==> src/rtl/avalon_id_regbank_if.sv <==
// Avalon-MM slave bus bundle for avalon_id_regbank.
// AVALON_REGBANK_BYTEEN_EN adds byteenable to the bundle.
interface avalon_id_regbank_if #(
  parameter int unsigned DATA_W = 32,
  parameter int unsigned ADDR_W = 16
);
  logic [ADDR_W-1:0] address;
  logic              write;
  logic [DATA_W-1:0] writedata;
  logic              read;
  logic [DATA_W-1:0] readdata;
  logic              waitrequest;
`ifdef AVALON_REGBANK_BYTEEN_EN
  logic [DATA_W/8-1:0] byteenable;

  modport master (
    output address, write, writedata, read, byteenable,
    input  readdata, waitrequest
  );
  modport slave (
    input  address, write, writedata, read, byteenable,
    output readdata, waitrequest
  );
`else
  modport master (
    output address, write, writedata, read,
    input  readdata, waitrequest
  );
  modport slave (
    input  address, write, writedata, read,
    output readdata, waitrequest
  );
`endif
endinterface

==> src/rtl/avalon_id_regbank.sv <==
// Avalon-MM register bank: ID switches, build ID, sticky switch-change status,
// read counter and N_RW RW registers. AVALON_REGBANK_BYTEEN_EN enables byte-lane writes.
module avalon_id_regbank #(
  parameter int unsigned       DATA_W     = 32,
  parameter int unsigned       ADDR_W     = 16,
  parameter int unsigned       ADDR_SHIFT = 8,
  parameter int unsigned       N_RW       = 12,
  parameter int unsigned       SW_W       = 4,
  parameter logic [DATA_W-1:0] BUILD_ID   = DATA_W'(32'h1D5C0001),
  parameter logic [DATA_W-1:0] BAD_ADDR   = DATA_W'(32'hDEADBEEF)
) (
  input  logic                     clock,
  input  logic                     reset,
  avalon_id_regbank_if.slave       avalon_slave,
  input  logic [SW_W-1:0]          sw,
  output logic [N_RW*DATA_W-1:0]   reg_out,
  output logic                     sw_changed
);

  typedef enum logic {IDLE, RESP} state_t;

  state_t            state;
  logic [SW_W-1:0]   sw_meta;
  logic [SW_W-1:0]   sw_sync;
  logic [SW_W-1:0]   sw_prev;
  logic [DATA_W-1:0] rw_regs [N_RW];
  logic [DATA_W-1:0] rd_count;
  logic [DATA_W-1:0] rd_mux;
  logic [DATA_W-1:0] wr_mask;
  logic [31:0]       idx;
  logic              wr_en;
  logic              sts_be;
  logic              sts_clr;

  assign idx   = 32'(avalon_slave.address >> ADDR_SHIFT);
  // a read always wins over a simultaneous write
  assign wr_en = avalon_slave.write && !avalon_slave.read;

  assign avalon_slave.waitrequest = avalon_slave.read && (state == IDLE) && !reset;

`ifdef AVALON_REGBANK_BYTEEN_EN
  localparam int unsigned BE_W = DATA_W / 8;
  for (genvar b = 0; b < BE_W; b++) begin : g_be
    assign wr_mask[b*8 +: 8] = {8{avalon_slave.byteenable[b]}};
  end
  assign sts_be = avalon_slave.byteenable[0];
`else
  assign wr_mask = '1;
  assign sts_be  = 1'b1;
`endif

  assign sts_clr = wr_en && (idx == 32'd2) && avalon_slave.writedata[0] && sts_be;

  // read data source for the current index
  always_comb begin
    rd_mux = BAD_ADDR;
    case (idx)
      32'd0:   rd_mux = DATA_W'(sw_sync);
      32'd1:   rd_mux = BUILD_ID;
      32'd2:   rd_mux = DATA_W'(sw_changed);
      32'd3:   rd_mux = rd_count;
      default: begin
        for (int k = 0; k < int'(N_RW); k++) begin
          if (idx == 32'(k + 4)) rd_mux = rw_regs[k];
        end
      end
    endcase
  end

  // read FSM: latch in IDLE, master samples in RESP
  always_ff @(posedge clock or posedge reset) begin
    if (reset) begin
      state                 <= IDLE;
      avalon_slave.readdata <= '0;
      rd_count              <= '0;
    end else begin
      case (state)
        IDLE: begin
          if (avalon_slave.read) begin
            avalon_slave.readdata <= rd_mux;
            state                 <= RESP;
          end
        end
        RESP: begin
          if (avalon_slave.read) rd_count <= rd_count + DATA_W'(1);
          state <= IDLE;
        end
        default: state <= IDLE;
      endcase
    end
  end

  // switch synchroniser, change detect and sticky status (set beats clear)
  always_ff @(posedge clock or posedge reset) begin
    if (reset) begin
      sw_meta    <= '0;
      sw_sync    <= '0;
      sw_prev    <= '0;
      sw_changed <= 1'b0;
    end else begin
      sw_meta    <= sw;
      sw_sync    <= sw_meta;
      sw_prev    <= sw_sync;
      sw_changed <= (sw_sync != sw_prev) || (sw_changed && !sts_clr);
    end
  end

  // RW registers with byte-lane merge
  always_ff @(posedge clock or posedge reset) begin
    if (reset) begin
      for (int k = 0; k < int'(N_RW); k++) rw_regs[k] <= '0;
    end else begin
      for (int k = 0; k < int'(N_RW); k++) begin
        if (wr_en && (idx == 32'(k + 4)))
          rw_regs[k] <= (rw_regs[k] & ~wr_mask) | (avalon_slave.writedata & wr_mask);
      end
    end
  end

  for (genvar k = 0; k < N_RW; k++) begin : g_out
    assign reg_out[k*DATA_W +: DATA_W] = rw_regs[k];
  end

endmodule

==> src/flat_wrapper.sv <==
// flat-port wrapper written by rule: the top's interface ports become plain ports
module avalon_id_regbank_flat 
#(
  parameter int unsigned       DATA_W     = 32,
  parameter int unsigned       ADDR_W     = 16,
  parameter int unsigned       ADDR_SHIFT = 8,
  parameter int unsigned       N_RW       = 12,
  parameter int unsigned       SW_W       = 4,
  parameter logic [DATA_W-1:0] BUILD_ID   = DATA_W'(32'h1D5C0001),
  parameter logic [DATA_W-1:0] BAD_ADDR   = DATA_W'(32'hDEADBEEF)
)
  (clock, reset, sw, reg_out, sw_changed, avalon_slave_address, avalon_slave_write, avalon_slave_writedata, avalon_slave_read, avalon_slave_readdata, avalon_slave_waitrequest);
  avalon_id_regbank_if #(.DATA_W(DATA_W), .ADDR_W(ADDR_W)) avalon_slave_i ();
  input  logic clock;
  input  logic reset;
  input  logic [SW_W-1:0] sw;
  output logic [N_RW*DATA_W-1:0] reg_out;
  output logic sw_changed;
  input wire logic [$bits(avalon_slave_i.address)-1:0] avalon_slave_address;
  input wire logic [$bits(avalon_slave_i.write)-1:0] avalon_slave_write;
  input wire logic [$bits(avalon_slave_i.writedata)-1:0] avalon_slave_writedata;
  input wire logic [$bits(avalon_slave_i.read)-1:0] avalon_slave_read;
  output wire logic [$bits(avalon_slave_i.readdata)-1:0] avalon_slave_readdata;
  output wire logic [$bits(avalon_slave_i.waitrequest)-1:0] avalon_slave_waitrequest;
  assign avalon_slave_i.address = avalon_slave_address;
  assign avalon_slave_i.write = avalon_slave_write;
  assign avalon_slave_i.writedata = avalon_slave_writedata;
  assign avalon_slave_i.read = avalon_slave_read;
  assign avalon_slave_readdata = avalon_slave_i.readdata;
  assign avalon_slave_waitrequest = avalon_slave_i.waitrequest;
  avalon_id_regbank #(.DATA_W(DATA_W), .ADDR_W(ADDR_W), .ADDR_SHIFT(ADDR_SHIFT), .N_RW(N_RW), .SW_W(SW_W), .BUILD_ID(BUILD_ID), .BAD_ADDR(BAD_ADDR)) u_core (.clock(clock), .reset(reset), .avalon_slave(avalon_slave_i), .sw(sw), .reg_out(reg_out), .sw_changed(sw_changed));
endmodule
==> config.mk <==
export PLATFORM = sky130hd
export DESIGN_NAME = avalon_id_regbank_flat
export DESIGN_NICKNAME = d
export VERILOG_FILES = /design/src/rtl/avalon_id_regbank_if.sv /design/src/rtl/avalon_id_regbank.sv /design/src/flat_wrapper.sv
export SDC_FILE = /design/constraint.sdc
export NUM_CORES = 1
export LEC_CHECK = 0
export BUFFER_PORTS_ARGS = -buffer_cell sky130_fd_sc_hd__buf_2
export CORE_MARGIN = 2
export CORE_UTILIZATION = 55
export DETAILED_ROUTE_END_ITERATION = 7
export PLACE_DENSITY = 0.82
export SYNTH_ARGS = -nofsm -noshare
export SYNTH_HDL_FRONTEND = slang
export SYNTH_SLANG_ARGS = --single-unit
==> constraint.sdc <==
create_clock -name clock -period 19.8 [get_ports clock]
set_clock_uncertainty 0.05 [all_clocks]
set_input_delay 1.98 -clock clock [delete_from_list [all_inputs] [get_ports clock]]
set_output_delay 1.98 -clock clock [all_outputs]
set_load 0.005 [all_outputs]
# After elaboration in Yosys (flattened, before gate mapping)
# Index checks and enable logic that the tools add are counted.
[totals]
regBits = 462
input_bits = 56
output_inout_bits = 418
wordCells = 77
[classes]
addsub = 1
n_eq_ne = 16
n_mux = 15
n_bitwise = 1
n_reduce_logical = 25
[op_table]
columns = ["op", "n"]
rows = [
  ["$mux W32", 12],
  ["$pmux W32 S4", 1],
  ["$eq A8 B4 Y1 const B", 8],
  ["$add A32 B1 Y32 const B", 1],
  ["$eq A8 B3 Y1 const B", 4],
  ["$logic_not A32 Y1", 1],
  ["$logic_and A1 B1 Y1", 18],
  ["$eq A8 B2 Y1 const B", 2],
  ["$eq A8 B1 Y1 const B", 1],
  ["$ne A4 B4 Y1", 1],
  ["$reduce_and A2 Y1", 2],
  ["$logic_not A1 Y1", 3],
  ["$pmux W1 S2", 1],
  ["$logic_or A1 B1 Y1", 1],
  ["$mux W1", 1],
  ["$not A1 Y1", 1],
]

# Depth between registers and ports, before layout
# Gate-level depths: netlist of the first run.
[logic_depth]
word_depth = 14
mapped_depth = 9
mapped_depth_nobuf = 6

# Least setup slack after synthesis of the first run
# No wires, ideal clock.
[synth_timing]
kind = "input to output"
start = "in avalon_slave_read"
end = "out avalon_slave_waitrequest"
arrival_time_ns = 2.745
required_time_ns = 17.770
slack_ns = 15.025
stages = 4
n_path_buf = 2
cell_sequence = "nand2b_1 clkbuf_1 buf_1 nor2_1"
[synth_between]
elab_chain_cells = 2
[synth_rtl]
columns = ["item", "line", "rtl"]
rows = [
  ["start, declared", "flat_wrapper.sv:22", "input wire logic [$bits(avalon_slave_i.read)-1:0] avalon_slave_read;"],
  ["$logic_and A1 B1 Y1 (2 in series)", "avalon_id_regbank.sv:39", "assign avalon_slave.waitrequest = avalon_slave.read && (state == IDLE) && !reset;"],
  ["end, declared", "flat_wrapper.sv:24", "output wire logic [$bits(avalon_slave_i.waitrequest)-1:0] avalon_slave_waitrequest;"],
]
# No other way between the ends.

# Worst setup path in the final report of the first run
[layout_timing]
start = "in avalon_slave_address[9]"
end = "reg u_core.avalon_slave.readdata[22]"
[layout_between]
elab_chain_cells = 14
word_cells_on_any_way = 29
cone_classes = "15 x eq/ne; 13 x mux; 1 x reduce/logical"
[layout_rtl]
columns = ["item", "line", "rtl"]
rows = [
  ["start, declared", "flat_wrapper.sv:19", "input wire logic [$bits(avalon_slave_i.address)-1:0] avalon_slave_address;"],
  ["$eq A8 B3 Y1", "avalon_id_regbank.sv:64", "if (idx == 32'(k + 4)) rd_mux = rw_regs[k];"],
  ["$mux W32 (12 in series)", "avalon_id_regbank.sv:64", ""],
  ["$pmux W32 S4 *", "avalon_id_regbank.sv:57", "case (idx)"],
  ["end signal, assigned", "avalon_id_regbank.sv:80", "avalon_slave.readdata <= rd_mux;"],
  ["end, declared", "avalon_id_regbank_if.sv:31", "output readdata, waitrequest"],
]
# Mark *: on every way between the ends. The rest lies on a longest branch, timed or not.
# A chain may end at the register's enable or synchronous reset.

==> impl_results.html, run 1 <==
<table>
<tr><th>Metric</th><th>Value</th></tr>
<tr><th colspan="2">Detailed routing</th></tr>
<tr><td>Antenna Violating Nets Remaining</td><td>0</td></tr>
<tr><td>Routed wire per std cell</td><td>30.2 um</td></tr>
<tr><td>Via/cell ratio</td><td>6.57</td></tr>
<tr><td>WL final</td><td>81.4 mm</td></tr>
<tr><td>Vias after detailed routing</td><td>17690</td></tr>
<tr><td>Detailed Routing Iterations Pass 1</td><td>6</td></tr>
<tr><td>Remaining design rule violation count</td><td>0</td></tr>
<tr><td>Drt initial violations</td><td>1921</td></tr>
<tr><th colspan="2">Power and ir drop</th></tr>
<tr><td>Power density over the cells</td><td>83.4 nW/um^2</td></tr>
<tr><td>LEAKAGE</td><td>13.8 nW</td></tr>
<tr><td>Max IR drop VDD</td><td>0.0709 mV</td></tr>
<tr><th colspan="2">Clocking</th></tr>
<tr><td>Worst-Skew Late Latency</td><td>0.61 ns</td></tr>
<tr><td>Total CTS buffers</td><td>48</td></tr>
<tr><td>Buffer levels on the longest clock path</td><td>3</td></tr>
<tr><td>Clock tree from TritonCTS</td><td>built</td></tr>
<tr><td>Htree depth</td><td>2</td></tr>
<tr><td>Post-CTS resize count</td><td>0</td></tr>
<tr><td>Clock Root Buffer</td><td>sky130_fd_sc_hd__clkbuf_16</td></tr>
<tr><td>Number of buffers inserted to repair setup after CTS</td><td>0</td></tr>
<tr><td>Number of clock sinks</td><td>462</td></tr>
<tr><td>Clock transition at path regs</td><td>0.06 ns</td></tr>
<tr><td>Hold-fix buffers at CTS</td><td>0</td></tr>
<tr><th colspan="2">GRT</th></tr>
<tr><td>Initial antenna violation count</td><td>5</td></tr>
<tr><td>Largest net degree at the start of global routing</td><td>144</td></tr>
<tr><td>Global-route wire length before repair</td><td>118 mm</td></tr>
<tr><td>GRT Util Overall</td><td>0.388</td></tr>
<tr><td>Via count of the first global-routing pass</td><td>17507</td></tr>
<tr><td>GR Overflow Total</td><td>0</td></tr>
<tr><th colspan="2">STA</th></tr>
<tr><td>Tightest Pin Transition</td><td>1.24 ns</td></tr>
<tr><td>Count of final max-slew check failures</td><td>0</td></tr>
<tr><td>Final setup slack of the worst path</td><td>14.28 ns</td></tr>
<tr><td>Number of hold violations in the final report</td><td>0</td></tr>
<tr><td>Portion of the clock cycle consumed by the worst path in the final layout</td><td>0.279</td></tr>
<tr><td>Total negative setup slack</td><td>0 ns</td></tr>
<tr><td>Total setup violations reported at the end of the flow</td><td>0</td></tr>
<tr><td>Max Fclk</td><td>181 MHz</td></tr>
<tr><td>Fin crit period</td><td>5.52 ns</td></tr>
<tr><td>Tightest slew margin relative to the limit</td><td>0.164</td></tr>
<tr><td>RSZ-0062 raised after global routing</td><td>no</td></tr>
<tr><th colspan="2">Critical path</th></tr>
<tr><td>Family with the most delay on the worst path</td><td>simple AND/OR/NAND/NOR gates</td></tr>
<tr><td>Crit-path most repeated cell</td><td>sky130_fd_sc_hd__buf_4</td></tr>
<tr><td>Kind of end point of the critical path</td><td>register</td></tr>
<tr><td>Critical-path maximum fanout</td><td>51</td></tr>
<tr><td>Max incr delay on CP</td><td>1.14 ns</td></tr>
<tr><td>CP cell instances</td><td>buf_4 &gt; buf_4 &gt; buf_4 &gt; nand2_1 &gt; nor3_4 &gt; a221o_1 &gt; o21ai_0 &gt; o311ai_1</td></tr>
<tr><td>Number of buffer and inverter instances along the worst setup path</td><td>3</td></tr>
<tr><td>Worst reg2reg path depth</td><td>6</td></tr>
<tr><td>Critical Path RT</td><td>20.25 ns</td></tr>
<tr><td>Arr. time, crit path</td><td>5.97 ns</td></tr>
<tr><td>Stages on worst setup path</td><td>8</td></tr>
<tr><td>Sort of element at the start of the critical path</td><td>input port</td></tr>
<tr><td>Slowest cell on crit path</td><td>sky130_fd_sc_hd__nor3_4</td></tr>
<tr><td>Type of the worst setup path</td><td>in2reg</td></tr>
<tr><th colspan="2">Cells and area</th></tr>
<tr><td>Final design utilization</td><td>0.660</td></tr>
<tr><td>Fraction of layout cells with a size suffix above 1</td><td>0.458</td></tr>
<tr><td>Final Net Count</td><td>2183</td></tr>
<tr><td>Synthesis-to-finish area growth</td><td>18.8%</td></tr>
<tr><td>Fill cell count</td><td>3008</td></tr>
<tr><th colspan="2">Yosys</th></tr>
<tr><td>Leading cell types by total area after synthesis</td><td>sky130_fd_sc_hd__dfrtp_1, sky130_fd_sc_hd__mux2_2, sky130_fd_sc_hd__mux2_1, sky130_fd_sc_hd__mux2_4, sky130_fd_sc_hd__mux4_2</td></tr>
<tr><td>Synth area leader</td><td>sky130_fd_sc_hd__dfrtp_1</td></tr>
<tr><td>Top post-synthesis cells by count</td><td>sky130_fd_sc_hd__dfrtp_1, sky130_fd_sc_hd__mux2_2, sky130_fd_sc_hd__o21ai_0</td></tr>
<tr><td>Area share of the leading cell type in the synthesized netlist</td><td>0.525</td></tr>
<tr><td>Synthesized area per cell</td><td>12.7 sq um</td></tr>
<tr><td>Dominant cell by count in the synthesized netlist</td><td>sky130_fd_sc_hd__dfrtp_1</td></tr>
<tr><td>Synth Flop Type</td><td>sky130_fd_sc_hd__dfrtp_1</td></tr>
<tr><td>Total standard cell area after synthesis</td><td>22000 sq um</td></tr>
<tr><td>Flop and latch count out of synthesis</td><td>462</td></tr>
<tr><td>Number of flops mapped to enable cells by yosys</td><td>0</td></tr>
<tr><td>Synthesized Nets</td><td>1792</td></tr>
<tr><td>Proportion of synthesized chip area in sequential cells</td><td>0.525</td></tr>
<tr><td>Number of warning messages in the yosys log</td><td>0</td></tr>
<tr><td>Count of mapped cells out of synthesis</td><td>1735</td></tr>
<tr><td>Distinct cell type count of the synthesized netlist</td><td>79</td></tr>
<tr><td>Fraction of registers with async set or reset after synthesis</td><td>1.00</td></tr>
<tr><th colspan="2">Die</th></tr>
<tr><td>Core box area</td><td>39600 sq um</td></tr>
<tr><td>Overall die height</td><td>204 um</td></tr>
<tr><td>Ports</td><td>474</td></tr>
<tr><td>Row count</td><td>73</td></tr>
<tr><td>Die X</td><td>204 um</td></tr>
<tr><td>Floorplan die area</td><td>41600 sq um</td></tr>
<tr><td>Initial standard-cell utilization of the core</td><td>0.555</td></tr>
<tr><th colspan="2">Outcome</th></tr>
<tr><td>Outcome</td><td>completed</td></tr>
<tr><th colspan="2">Placement</th></tr>
<tr><td>Pre-CTS worst setup slack</td><td>13.81 ns</td></tr>
<tr><td>DPL Wire Length</td><td>55.9 mm</td></tr>
<tr><td>I/O Buffers</td><td>465</td></tr>
<tr><td>Placer congestion estimate</td><td>0.940</td></tr>
<tr><th colspan="2">Run</th></tr>
<tr><td>Max-capacitance violation count</td><td>0</td></tr>
<tr><th colspan="2">Worst hold path</th></tr>
<tr><td>Cells on Worst Hold Path</td><td>0</td></tr>
<tr><td>Hold Crit Class</td><td>reg2reg</td></tr>
</table>
## kinds of logic after synthesis
logic type      after synthesis  share of synthesized area
compound gates              319                     0.0953
xor+xnor                     35                     0.0139
fa+ha+maj                     1                   0.000568
buf+inv                     158                     0.0386
flops                       462                      0.525
mux                         467                      0.252
simple gates                293                     0.0742
## power breakdown
| group | total (W) | switching [W] | internal, W |
|---|---|---|---|
| logic | 0.000199 | 0.000129 | 0.0000704 |
| clock network | 0.000972 | 0.000384 | 0.000588 |
| registers | 0.00101 | 0.0000311 | 0.000977 |
| total | 0.00218 | 0.000544 | 0.00164 |
## per-layer routing
layer / GRT usage / part of all wire
met1: 0.524 / 0.39
met2: 0.557 / 0.43
met3: 0.127 / 0.12
met4: 0.208 / 0.065
met5: 0 / 0.00017
## final cells by class
class	count	area, sq um	share of cell area
diodes	3	7.51	0.000287
clock buffers	80	1560	0.0598
clock inverters	8	151	0.00579
inverters	7	33.8	0.00129
multi-input cells	1115	9640	0.369
flip-flops and latches	462	11600	0.442
well taps	525	657	0.0251
repair buffers	492	2540	0.0971
## worst paths after layout
| kind | startpoint | endpoint | slack (ns) |
|---|---|---|---|
| max reg2reg | u_core.rd_count[0] | u_core.rd_count[26] | 17.03 |
| max | avalon_slave_address[9] | u_core.avalon_slave.readdata[22] | 14.28 |
| min | u_core.sw_meta[3] | u_core.sw_sync[3] | 0.30 |
| min reg2reg | u_core.sw_meta[3] | u_core.sw_sync[3] | 0.30 |
| min in group asynchronous | reset | u_core.avalon_slave.readdata[5] | 1.53 |
| max in group asynchronous | reset | u_core.reg_out[182] | 15.45 |
## worst reg2reg max path: cells and delay by family, from the launching register on
family	cells	cell delay, ns
and+or+nand+nor	4	1.82
DFF	1	0.44
adders and majority gates	1	0.20
xor gates and xnor gates	1	0.15
## flip-flops by register name (all words and copies together) (netlist names)
| register | cells |
|---|---|
| u_core.state | 1 |
| u_core.sw_prev | 4 |
| u_core.sw_sync | 4 |
| u_core.reg_out | 384 |
| u_core.sw_meta | 4 |
| u_core.sw_changed | 1 |
| u_core.rd_count | 32 |
| u_core.avalon_slave.readdata | 32 |
## through the flow
stage / area, sq um / total power [W] / std cells / hold WS, ns
2_1_floorplan: 22000 / 0.00113 / 1735 / 0.281
4_1_cts: 26100 / 0.00218 / 2689 / 0.299
3_5_place_dp: 24400 / 0.00122 / 2601 / 0.286
6_report: 26200 / 0.00218 / 2692 / 0.299
3_3_place_gp: 24400 / 0.00121 / 2601 / 0.285
5_1_grt: 26100 / 0.00223 / 2691 / 0.304
## placed cells by master (no fill, tap or decap), drive strengths merged, types with 11 or more instances in the layout
cell      n
a211oi   12
a21oi    64
a221oi   30
a31oi    14
and3     13
buf     492
clkbuf   80
dfrtp   462
mux2    411
mux2i    36
mux4     20
nand2    73
nand3    37
nor2     81
nor2b    13
nor3     23
o211ai   11
o21ai    89
o22ai    20
o31ai    11
xnor2    22
xor2     13
No activity file was read; power rests on OpenSTA's default activity.
==> inputs of run 2 (changes only) <==
==> constraint.sdc (replaced) <==
create_clock -name clock -period 5.1 [get_ports clock]
set_clock_uncertainty 0.05 [all_clocks]
set_input_delay 0.51 -clock clock [delete_from_list [all_inputs] [get_ports clock]]
set_output_delay 0.51 -clock clock [all_outputs]
set_load 0.005 [all_outputs]
==> run 2 against run 1 <==
  * Sequential cell count unchanged
  * Critical endpoint is now u_core.reg_out[138]
  * Global-route usage grew 0.097 points
  * Sequential share of layout area shrank 0.13 points
  * Largest power group unchanged
  * Die area unchanged
  * Sequential power increased to 3.9 times the previous value
==> impl_results.html, run 2 (same netlist as run 1, synthesis figures left out) <==
<table>
<tr><th>Metric</th><th>Value</th></tr>
<tr><th colspan="2">Critical path</th></tr>
<tr><td>Type of the worst setup path</td><td>in2reg</td></tr>
<tr><td>Critical-path maximum fanout</td><td>75 (+47%)</td></tr>
<tr><td>Sort of element at the start of the critical path</td><td>input port</td></tr>
<tr><td>Critical Path RT</td><td>5.53 ns (-14.72 ns)</td></tr>
<tr><td>Kind of end point of the critical path</td><td>register</td></tr>
<tr><td>Arr. time, crit path</td><td>3.66 ns (-2.31 ns)</td></tr>
<tr><th colspan="2">GRT</th></tr>
<tr><td>Global-route wire length before repair</td><td>118 mm (about the same)</td></tr>
<tr><td>Largest net degree at the start of global routing</td><td>162 (+13%)</td></tr>
<tr><td>GRT Util Overall</td><td>0.389 (+0.000973)</td></tr>
<tr><td>Via count of the first global-routing pass</td><td>17601 (+0.54%)</td></tr>
<tr><td>GR Overflow Total</td><td>0 (unchanged)</td></tr>
<tr><td>Initial antenna violation count</td><td>6 (+1)</td></tr>
<tr><th colspan="2">Cells and area</th></tr>
<tr><td>Synthesis-to-finish area growth</td><td>19.2%</td></tr>
<tr><td>Fraction of layout cells with a size suffix above 1</td><td>0.459 (+0.000726)</td></tr>
<tr><td>Sequential Area</td><td>11600 sq um (unchanged)</td></tr>
<tr><td>Final Net Count</td><td>2194 (+0.50%)</td></tr>
<tr><td>Number of non-filler instances in the completed layout</td><td>2708 (+0.59%)</td></tr>
<tr><td>Max FFs per register</td><td>384 (unchanged)</td></tr>
<tr><td>Most common cell after layout, fill and taps aside</td><td>sky130_fd_sc_hd__buf_2</td></tr>
<tr><td>Fill cell count</td><td>3012 (+0.13%)</td></tr>
<tr><td>Combined area of the multi-input logic cells</td><td>9640 sq um (unchanged)</td></tr>
<tr><td>Final design utilization</td><td>0.662 (+0.00193)</td></tr>
<tr><td>Highest-count cells in the layout ignoring fill and taps</td><td>sky130_fd_sc_hd__buf_2, sky130_fd_sc_hd__dfrtp_1, sky130_fd_sc_hd__mux2_2, sky130_fd_sc_hd__o21ai_0, sky130_fd_sc_hd__nand2_1</td></tr>
<tr><th colspan="2">Detailed routing</th></tr>
<tr><td>Remaining design rule violation count</td><td>0 (unchanged)</td></tr>
<tr><td>Routed wire per std cell</td><td>30.0 um (-0.60%)</td></tr>
<tr><td>Drt initial violations</td><td>1960 (+2.0%)</td></tr>
<tr><td>Vias after detailed routing</td><td>17867 (+1.0%)</td></tr>
<tr><td>Antenna Violating Nets Remaining</td><td>0 (unchanged)</td></tr>
<tr><td>Detailed Routing Iterations Pass 1</td><td>6 (unchanged)</td></tr>
<tr><td>Via/cell ratio</td><td>6.60 (+0.40%)</td></tr>
<tr><td>WL final</td><td>81.4 mm (about the same)</td></tr>
<tr><th colspan="2">Die</th></tr>
<tr><td>Overall die height</td><td>204 um (unchanged)</td></tr>
<tr><td>Row count</td><td>73 (unchanged)</td></tr>
<tr><td>Floorplan die area</td><td>41600 sq um (unchanged)</td></tr>
<tr><td>Die X</td><td>204 um (unchanged)</td></tr>
<tr><td>Ports</td><td>474 (unchanged)</td></tr>
<tr><td>Core box area</td><td>39600 sq um (unchanged)</td></tr>
<tr><td>Initial standard-cell utilization of the core</td><td>0.555 (unchanged)</td></tr>
<tr><th colspan="2">Clocking</th></tr>
<tr><td>Clock tree from TritonCTS</td><td>built</td></tr>
<tr><td>Htree depth</td><td>2 (unchanged)</td></tr>
<tr><td>Clock Root Buffer</td><td>sky130_fd_sc_hd__clkbuf_16</td></tr>
<tr><td>Worst-Skew Late Latency</td><td>0.60 ns (about the same)</td></tr>
<tr><td>Hold-fix buffers at CTS</td><td>4 (+4)</td></tr>
<tr><td>Post-CTS resize count</td><td>0 (unchanged)</td></tr>
<tr><td>Number of clock sinks</td><td>462 (unchanged)</td></tr>
<tr><td>Buffer levels on the longest clock path</td><td>3 (unchanged)</td></tr>
<tr><td>Number of buffers inserted to repair setup after CTS</td><td>0 (unchanged)</td></tr>
<tr><td>Total CTS buffers</td><td>49 (+2.1%)</td></tr>
<tr><td>Clock transition at path regs</td><td>0.06 ns (about the same)</td></tr>
<tr><th colspan="2">STA</th></tr>
<tr><td>Max Fclk</td><td>310 MHz</td></tr>
<tr><td>RSZ-0062 raised after global routing</td><td>no</td></tr>
<tr><td>Total setup violations reported at the end of the flow</td><td>0 (unchanged)</td></tr>
<tr><td>Count of final max-slew check failures</td><td>0 (unchanged)</td></tr>
<tr><td>Tightest Pin Transition</td><td>1.27 ns (+0.0317 ns)</td></tr>
<tr><td>Fin crit period</td><td>3.23 ns</td></tr>
<tr><td>Tightest slew margin relative to the limit</td><td>0.143 (-0.0213)</td></tr>
<tr><td>Portion of the clock cycle consumed by the worst path in the final layout</td><td>0.633</td></tr>
<tr><td>Number of hold violations in the final report</td><td>0 (unchanged)</td></tr>
<tr><th colspan="2">Placement</th></tr>
<tr><td>Number of cells in the design after placement</td><td>2607 (+0.23%)</td></tr>
<tr><td>DPL Wire Length</td><td>55.9 mm (about the same)</td></tr>
<tr><td>I/O Buffers</td><td>465 (unchanged)</td></tr>
<tr><td>Placer congestion estimate</td><td>0.959 (+2.0%)</td></tr>
<tr><th colspan="2">Power and ir drop</th></tr>
<tr><td>Power density over the cells</td><td>320 nW/um^2 (+280%)</td></tr>
<tr><td>Max IR drop VDD</td><td>0.266 mV (+270%)</td></tr>
<tr><td>LEAKAGE</td><td>13.8 nW (+0.22%)</td></tr>
<tr><th colspan="2">Worst hold path</th></tr>
<tr><td>Hold Crit Class</td><td>in2async</td></tr>
<tr><th colspan="2">Outcome</th></tr>
<tr><td>Outcome</td><td>completed</td></tr>
<tr><th colspan="2">Run</th></tr>
<tr><td>Max-capacitance violation count</td><td>0 (unchanged)</td></tr>
</table>
-- run 2: where the power goes --
group	internal, W	switching [W]
Sequential	0.00379	0.000124
Combinational	0.000280	0.000500
Clock	0.00218	0.00152
-- run 2: final timing paths --
check	start	end	slack, ns	cells after the start
hold / removal	reset	u_core.state	0.15	3
hold reg to reg	u_core.sw_meta[0]	u_core.sw_sync[0]	0.30	0
min in group clock	avalon_slave_read	u_core.rd_count[2]	0.25	3
max in group asynchronous	reset	u_core.reg_out[56]	4.13	3
setup / recovery	avalon_slave_address[8]	u_core.reg_out[138]	1.87	4
setup reg to reg	u_core.rd_count[0]	u_core.rd_count[28]	2.31	6
-- run 2: routing by layer --
layer | part of all wire | vias up | GRT usage | wire [um]
li1 | - | 7215 | - | -
met1 | 0.39 | 9082 | 0.527 | 31500
met2 | 0.43 | 1246 | 0.561 | 35300
met3 | 0.12 | 320 | 0.116 | 9360
met4 | 0.062 | 4 | 0.216 | 5070
met5 | 0.00038 | - | 0 | 31
-- run 2: critical path: stages --
cell and delay [ns]:
sky130_fd_sc_hd__buf_6 0.28, sky130_fd_sc_hd__nor2_4 0.97, sky130_fd_sc_hd__nand3_2 1.12, sky130_fd_sc_hd__mux2_1 0.67
-- run 2: area by class of cell --
type,instances,share of cell area
Clock inverter,19,0.00797
Sequential cell,462,0.441
Inverter,7,0.00114
Antenna cell,5,0.000477
Tap cell,525,0.0250
Timing Repair Buffer,502,0.101
Multi-Input combinational cell,1115,0.367
Clock buffer,73,0.0556
-- run 2: metrics by stage --
step	worst slack [ns]	setup TNS, ns	hold slack [ns]	area [sq um]	power (W)
after floorplan	-1.71	-791.39	0.281	22000	0.00437
after detailed placement	1.36	0	0.286	24500	0.00473
after global routing	1.88	0	0.233	26200	0.00863
after CTS	1.99	0	0.233	26200	0.00840
after global placement	1.41	0	0.285	24500	0.00470
final	1.87	0	0.147	26200	0.00840
==> inputs of run 3 (changes only) <==
--- a/config.mk
+++ b/config.mk
@@ -7,9 +7,9 @@
 export LEC_CHECK = 0
 export BUFFER_PORTS_ARGS = -buffer_cell sky130_fd_sc_hd__buf_2
 export CORE_MARGIN = 2
-export CORE_UTILIZATION = 55
+export CORE_UTILIZATION = 50
 export DETAILED_ROUTE_END_ITERATION = 7
-export PLACE_DENSITY = 0.82
+export PLACE_DENSITY = 0.79
 export SYNTH_ARGS = -nofsm -noshare
 export SYNTH_HDL_FRONTEND = slang
 export SYNTH_SLANG_ARGS = --single-unit
==> constraint.sdc (replaced) <==
create_clock -name clock -period 2.7 [get_ports clock]
set_clock_uncertainty 0.05 [all_clocks]
set_input_delay 0.27 -clock clock [delete_from_list [all_inputs] [get_ports clock]]
set_output_delay 0.27 -clock clock [all_outputs]
set_load 0.005 [all_outputs]
==> run 3 against run 2 <==
  * Worst setup slack worse by 1.6 ns
  * Utilization down 3.5 points
  * Combinational power is 96% higher
  * Global-route usage shrank 2.9 points
==> impl_results.html, run 3 (same netlist as run 1, synthesis figures left out) <==
<table>
<tr><th>Metric</th><th>Value</th></tr>
<tr><th colspan="2">Power and ir drop</th></tr>
<tr><td>Final total power</td><td>0.0162 W (+93%)</td></tr>
<tr><td>Max IR drop VDD</td><td>0.475 mV (+79%)</td></tr>
<tr><td>Sw Share</td><td>0.250 (-0.00532)</td></tr>
<tr><td>Design internal power</td><td>0.0122 W (+94%)</td></tr>
<tr><td>Power density over the cells</td><td>598 nW/um^2 (+87%)</td></tr>
<tr><td>Comb power frac</td><td>0.094 (about the same)</td></tr>
<tr><td>Net Sw Power</td><td>0.00406 W (+89%)</td></tr>
<tr><td>Clock Power Share</td><td>0.450 (+0.009)</td></tr>
<tr><td>LEAKAGE</td><td>14.3 nW (+3.1%)</td></tr>
<tr><td>Reg power frac</td><td>0.456 (-0.010)</td></tr>
<tr><th colspan="2">Die</th></tr>
<tr><td>Core box area</td><td>43300 sq um (+9.1%)</td></tr>
<tr><td>Initial standard-cell utilization of the core</td><td>0.509 (-0.0465)</td></tr>
<tr><td>Die X</td><td>214 um (+4.8%)</td></tr>
<tr><td>Ports</td><td>474 (unchanged)</td></tr>
<tr><td>Overall die height</td><td>214 um (+4.8%)</td></tr>
<tr><td>Row count</td><td>76 (+4.1%)</td></tr>
<tr><td>Floorplan die area</td><td>45700 sq um (+9.8%)</td></tr>
<tr><th colspan="2">Clocking</th></tr>
<tr><td>Post-CTS resize count</td><td>0 (unchanged)</td></tr>
<tr><td>Number of clock sinks</td><td>462 (unchanged)</td></tr>
<tr><td>Buffer levels on the longest clock path</td><td>3 (unchanged)</td></tr>
<tr><td>Worst-Skew Late Latency</td><td>0.60 ns (about the same)</td></tr>
<tr><td>Clock transition at path regs</td><td>0.06 ns (about the same)</td></tr>
<tr><td>Clock tree from TritonCTS</td><td>built</td></tr>
<tr><td>Total CTS buffers</td><td>50 (+2.0%)</td></tr>
<tr><td>Clock Root Buffer</td><td>sky130_fd_sc_hd__clkbuf_16</td></tr>
<tr><td>Number of buffers inserted to repair setup after CTS</td><td>0 (unchanged)</td></tr>
<tr><td>Htree depth</td><td>2 (unchanged)</td></tr>
<tr><td>Hold-fix buffers at CTS</td><td>5 (+1)</td></tr>
<tr><th colspan="2">Run</th></tr>
<tr><td>Max-capacitance violation count</td><td>0 (unchanged)</td></tr>
<tr><th colspan="2">Cells and area</th></tr>
<tr><td>Summed area of non-filler cells in the final layout</td><td>27100 sq um (+3.4%)</td></tr>
<tr><td>Most common cell after layout, fill and taps aside</td><td>sky130_fd_sc_hd__buf_2</td></tr>
<tr><td>Fill cell count</td><td>3355 (+11%)</td></tr>
<tr><td>Sequential Area</td><td>11600 sq um (unchanged)</td></tr>
<tr><td>Synthesis-to-finish area growth</td><td>23.2%</td></tr>
<tr><td>Combined area of the multi-input logic cells</td><td>9640 sq um (unchanged)</td></tr>
<tr><td>Highest-count cells in the layout ignoring fill and taps</td><td>sky130_fd_sc_hd__buf_2, sky130_fd_sc_hd__dfrtp_1, sky130_fd_sc_hd__mux2_2, sky130_fd_sc_hd__o21ai_0, sky130_fd_sc_hd__buf_4</td></tr>
<tr><td>Final Net Count</td><td>2266 (+3.3%)</td></tr>
<tr><td>Max FFs per register</td><td>384 (unchanged)</td></tr>
<tr><td>Final design utilization</td><td>0.627 (-0.0349)</td></tr>
<tr><td>Fraction of layout cells with a size suffix above 1</td><td>0.475 (+0.0155)</td></tr>
<tr><th colspan="2">Critical path</th></tr>
<tr><td>Sort of element at the start of the critical path</td><td>register</td></tr>
<tr><td>Type of the worst setup path</td><td>reg2reg</td></tr>
<tr><td>Launch point of the worst path</td><td>u_core.rd_count[0]</td></tr>
<tr><td>Reg-to-reg startpoint</td><td>u_core.rd_count[0]</td></tr>
<tr><td>Arr. time, crit path</td><td>2.83 ns (-0.83 ns)</td></tr>
<tr><td>Worst setup endpoint</td><td>u_core.rd_count[28]</td></tr>
<tr><td>Setup slack of the most critical reg-to-reg path</td><td>0.30 ns (-2.01 ns)</td></tr>
<tr><td>Critical Path RT</td><td>3.13 ns (-2.40 ns)</td></tr>
<tr><td>Worst reg2reg endpoint</td><td>u_core.rd_count[28]</td></tr>
<tr><td>Worst reg2reg path depth</td><td>7 (+1)</td></tr>
<tr><td>Kind of end point of the critical path</td><td>register</td></tr>
<tr><td>Critical-path maximum fanout</td><td>5 (-93%)</td></tr>
<tr><th colspan="2">GRT</th></tr>
<tr><td>GRT Util Overall</td><td>0.360 (-0.0289)</td></tr>
<tr><td>Global-route wire length before repair</td><td>119 mm (+0.73%)</td></tr>
<tr><td>GR Overflow Total</td><td>0 (unchanged)</td></tr>
<tr><td>Initial antenna violation count</td><td>1 (-5)</td></tr>
<tr><td>Via count of the first global-routing pass</td><td>17549 (-0.30%)</td></tr>
<tr><td>Largest net degree at the start of global routing</td><td>83 (-49%)</td></tr>
<tr><th colspan="2">STA</th></tr>
<tr><td>Tightest Pin Transition</td><td>0.675 ns (-0.599 ns)</td></tr>
<tr><td>Min Hold Slack</td><td>0.0577 ns (-0.0889 ns)</td></tr>
<tr><td>Max Fclk</td><td>417 MHz</td></tr>
<tr><td>Total setup violations reported at the end of the flow</td><td>0 (unchanged)</td></tr>
<tr><td>RSZ-0062 raised after global routing</td><td>no</td></tr>
<tr><td>Portion of the clock cycle consumed by the worst path in the final layout</td><td>0.888</td></tr>
<tr><td>Count of final max-slew check failures</td><td>0 (unchanged)</td></tr>
<tr><td>Fin crit period</td><td>2.40 ns</td></tr>
<tr><td>Number of hold violations in the final report</td><td>0 (unchanged)</td></tr>
<tr><td>Tightest slew margin relative to the limit</td><td>0.549 (+0.406)</td></tr>
<tr><th colspan="2">Placement</th></tr>
<tr><td>Placer congestion estimate</td><td>0.951 (-0.81%)</td></tr>
<tr><td>DPL Wire Length</td><td>60.0 mm (+7.3%)</td></tr>
<tr><td>Instance area at placement</td><td>25300 sq um (+3.3%)</td></tr>
<tr><td>I/O Buffers</td><td>465 (unchanged)</td></tr>
<tr><th colspan="2">Detailed routing</th></tr>
<tr><td>Remaining design rule violation count</td><td>0 (unchanged)</td></tr>
<tr><td>Drt initial violations</td><td>1817 (-7.3%)</td></tr>
<tr><td>Detailed Routing Iterations Pass 1</td><td>6 (unchanged)</td></tr>
<tr><td>WL final</td><td>82.7 mm (+1.6%)</td></tr>
<tr><td>Vias after detailed routing</td><td>17857 (-0.056%)</td></tr>
<tr><td>Routed wire per std cell</td><td>29.2 um (-2.9%)</td></tr>
<tr><td>Antenna Violating Nets Remaining</td><td>0 (unchanged)</td></tr>
<tr><td>Via/cell ratio</td><td>6.30 (-4.5%)</td></tr>
<tr><th colspan="2">Worst hold path</th></tr>
<tr><td>Hold Crit Class</td><td>in2reg</td></tr>
<tr><td>Startpoint of the worst hold path</td><td>avalon_slave_writedata[8]</td></tr>
<tr><th colspan="2">Outcome</th></tr>
<tr><td>Outcome</td><td>completed</td></tr>
</table>
[run 3: worst min-delay path by stage]
stage                                to  slack [ns]  depth (start not counted)
floorplan             u_core.sw_meta[0]        0.25                          0
global placement      u_core.sw_sync[1]        0.29                          0
detailed placement    u_core.sw_sync[2]        0.29                          0
CTS                 u_core.reg_out[328]        0.02                          2
global route        u_core.reg_out[328]        0.05                          2
finish              u_core.reg_out[328]        0.06                          2
[run 3: metal layers]
layer / part of all wire / vias to the layer above / global-route usage
li1: - / 7363 / -
met1: 0.40 / 9137 / 0.502
met2: 0.44 / 1110 / 0.523
met3: 0.11 / 247 / 0.0994
met4: 0.053 / 0 / 0.167
met5: 0 / - / 0
[run 3: cell type report]
class,instances,share of cell area
Multi-Input combinational cell,1115,0.355
Inverter,7,0.00111
Tap cell,585,0.0270
Antenna cell,2,0.000185
Clock buffer,73,0.0539
Timing Repair Buffer,573,0.126
Sequential cell,462,0.426
Clock inverter,18,0.0104
[run 3: per-stage QoR]
stage / TNS, ns / setup slack [ns] / std cells
after global placement: 0 / 0.279 / 2737
after global routing: 0 / 0.210 / 2834
after detailed placement: 0 / 0.234 / 2737
after CTS: 0 / 0.393 / 2833
after floorplan: -1789.31 / -3.87 / 1735
final: 0 / 0.304 / 2835
[run 3: critical path: stages, from the launching register on]
cell and delay [ns]:
sky130_fd_sc_hd__dfrtp_1 0.44, sky130_fd_sc_hd__ha_1 0.18, sky130_fd_sc_hd__nand3_1 0.14, sky130_fd_sc_hd__nor4_1 0.53, sky130_fd_sc_hd__buf_4 0.25, sky130_fd_sc_hd__nor3b_2 0.40, sky130_fd_sc_hd__nand3_1 0.16, sky130_fd_sc_hd__xnor2_1 0.15
[run 3: power by group through the flow]
stage / clock network (W) / registers [W] / logic, W
5_1_grt: 0.00763 / 0.00742 / 0.00164
4_1_cts: 0.00738 / 0.00739 / 0.00151
6_report: 0.00730 / 0.00739 / 0.00153
3_5_place_dp: 0 / 0.00751 / 0.00150
2_1_floorplan: 0 / 0.00748 / 0.000777
3_3_place_gp: 0 / 0.00749 / 0.00147
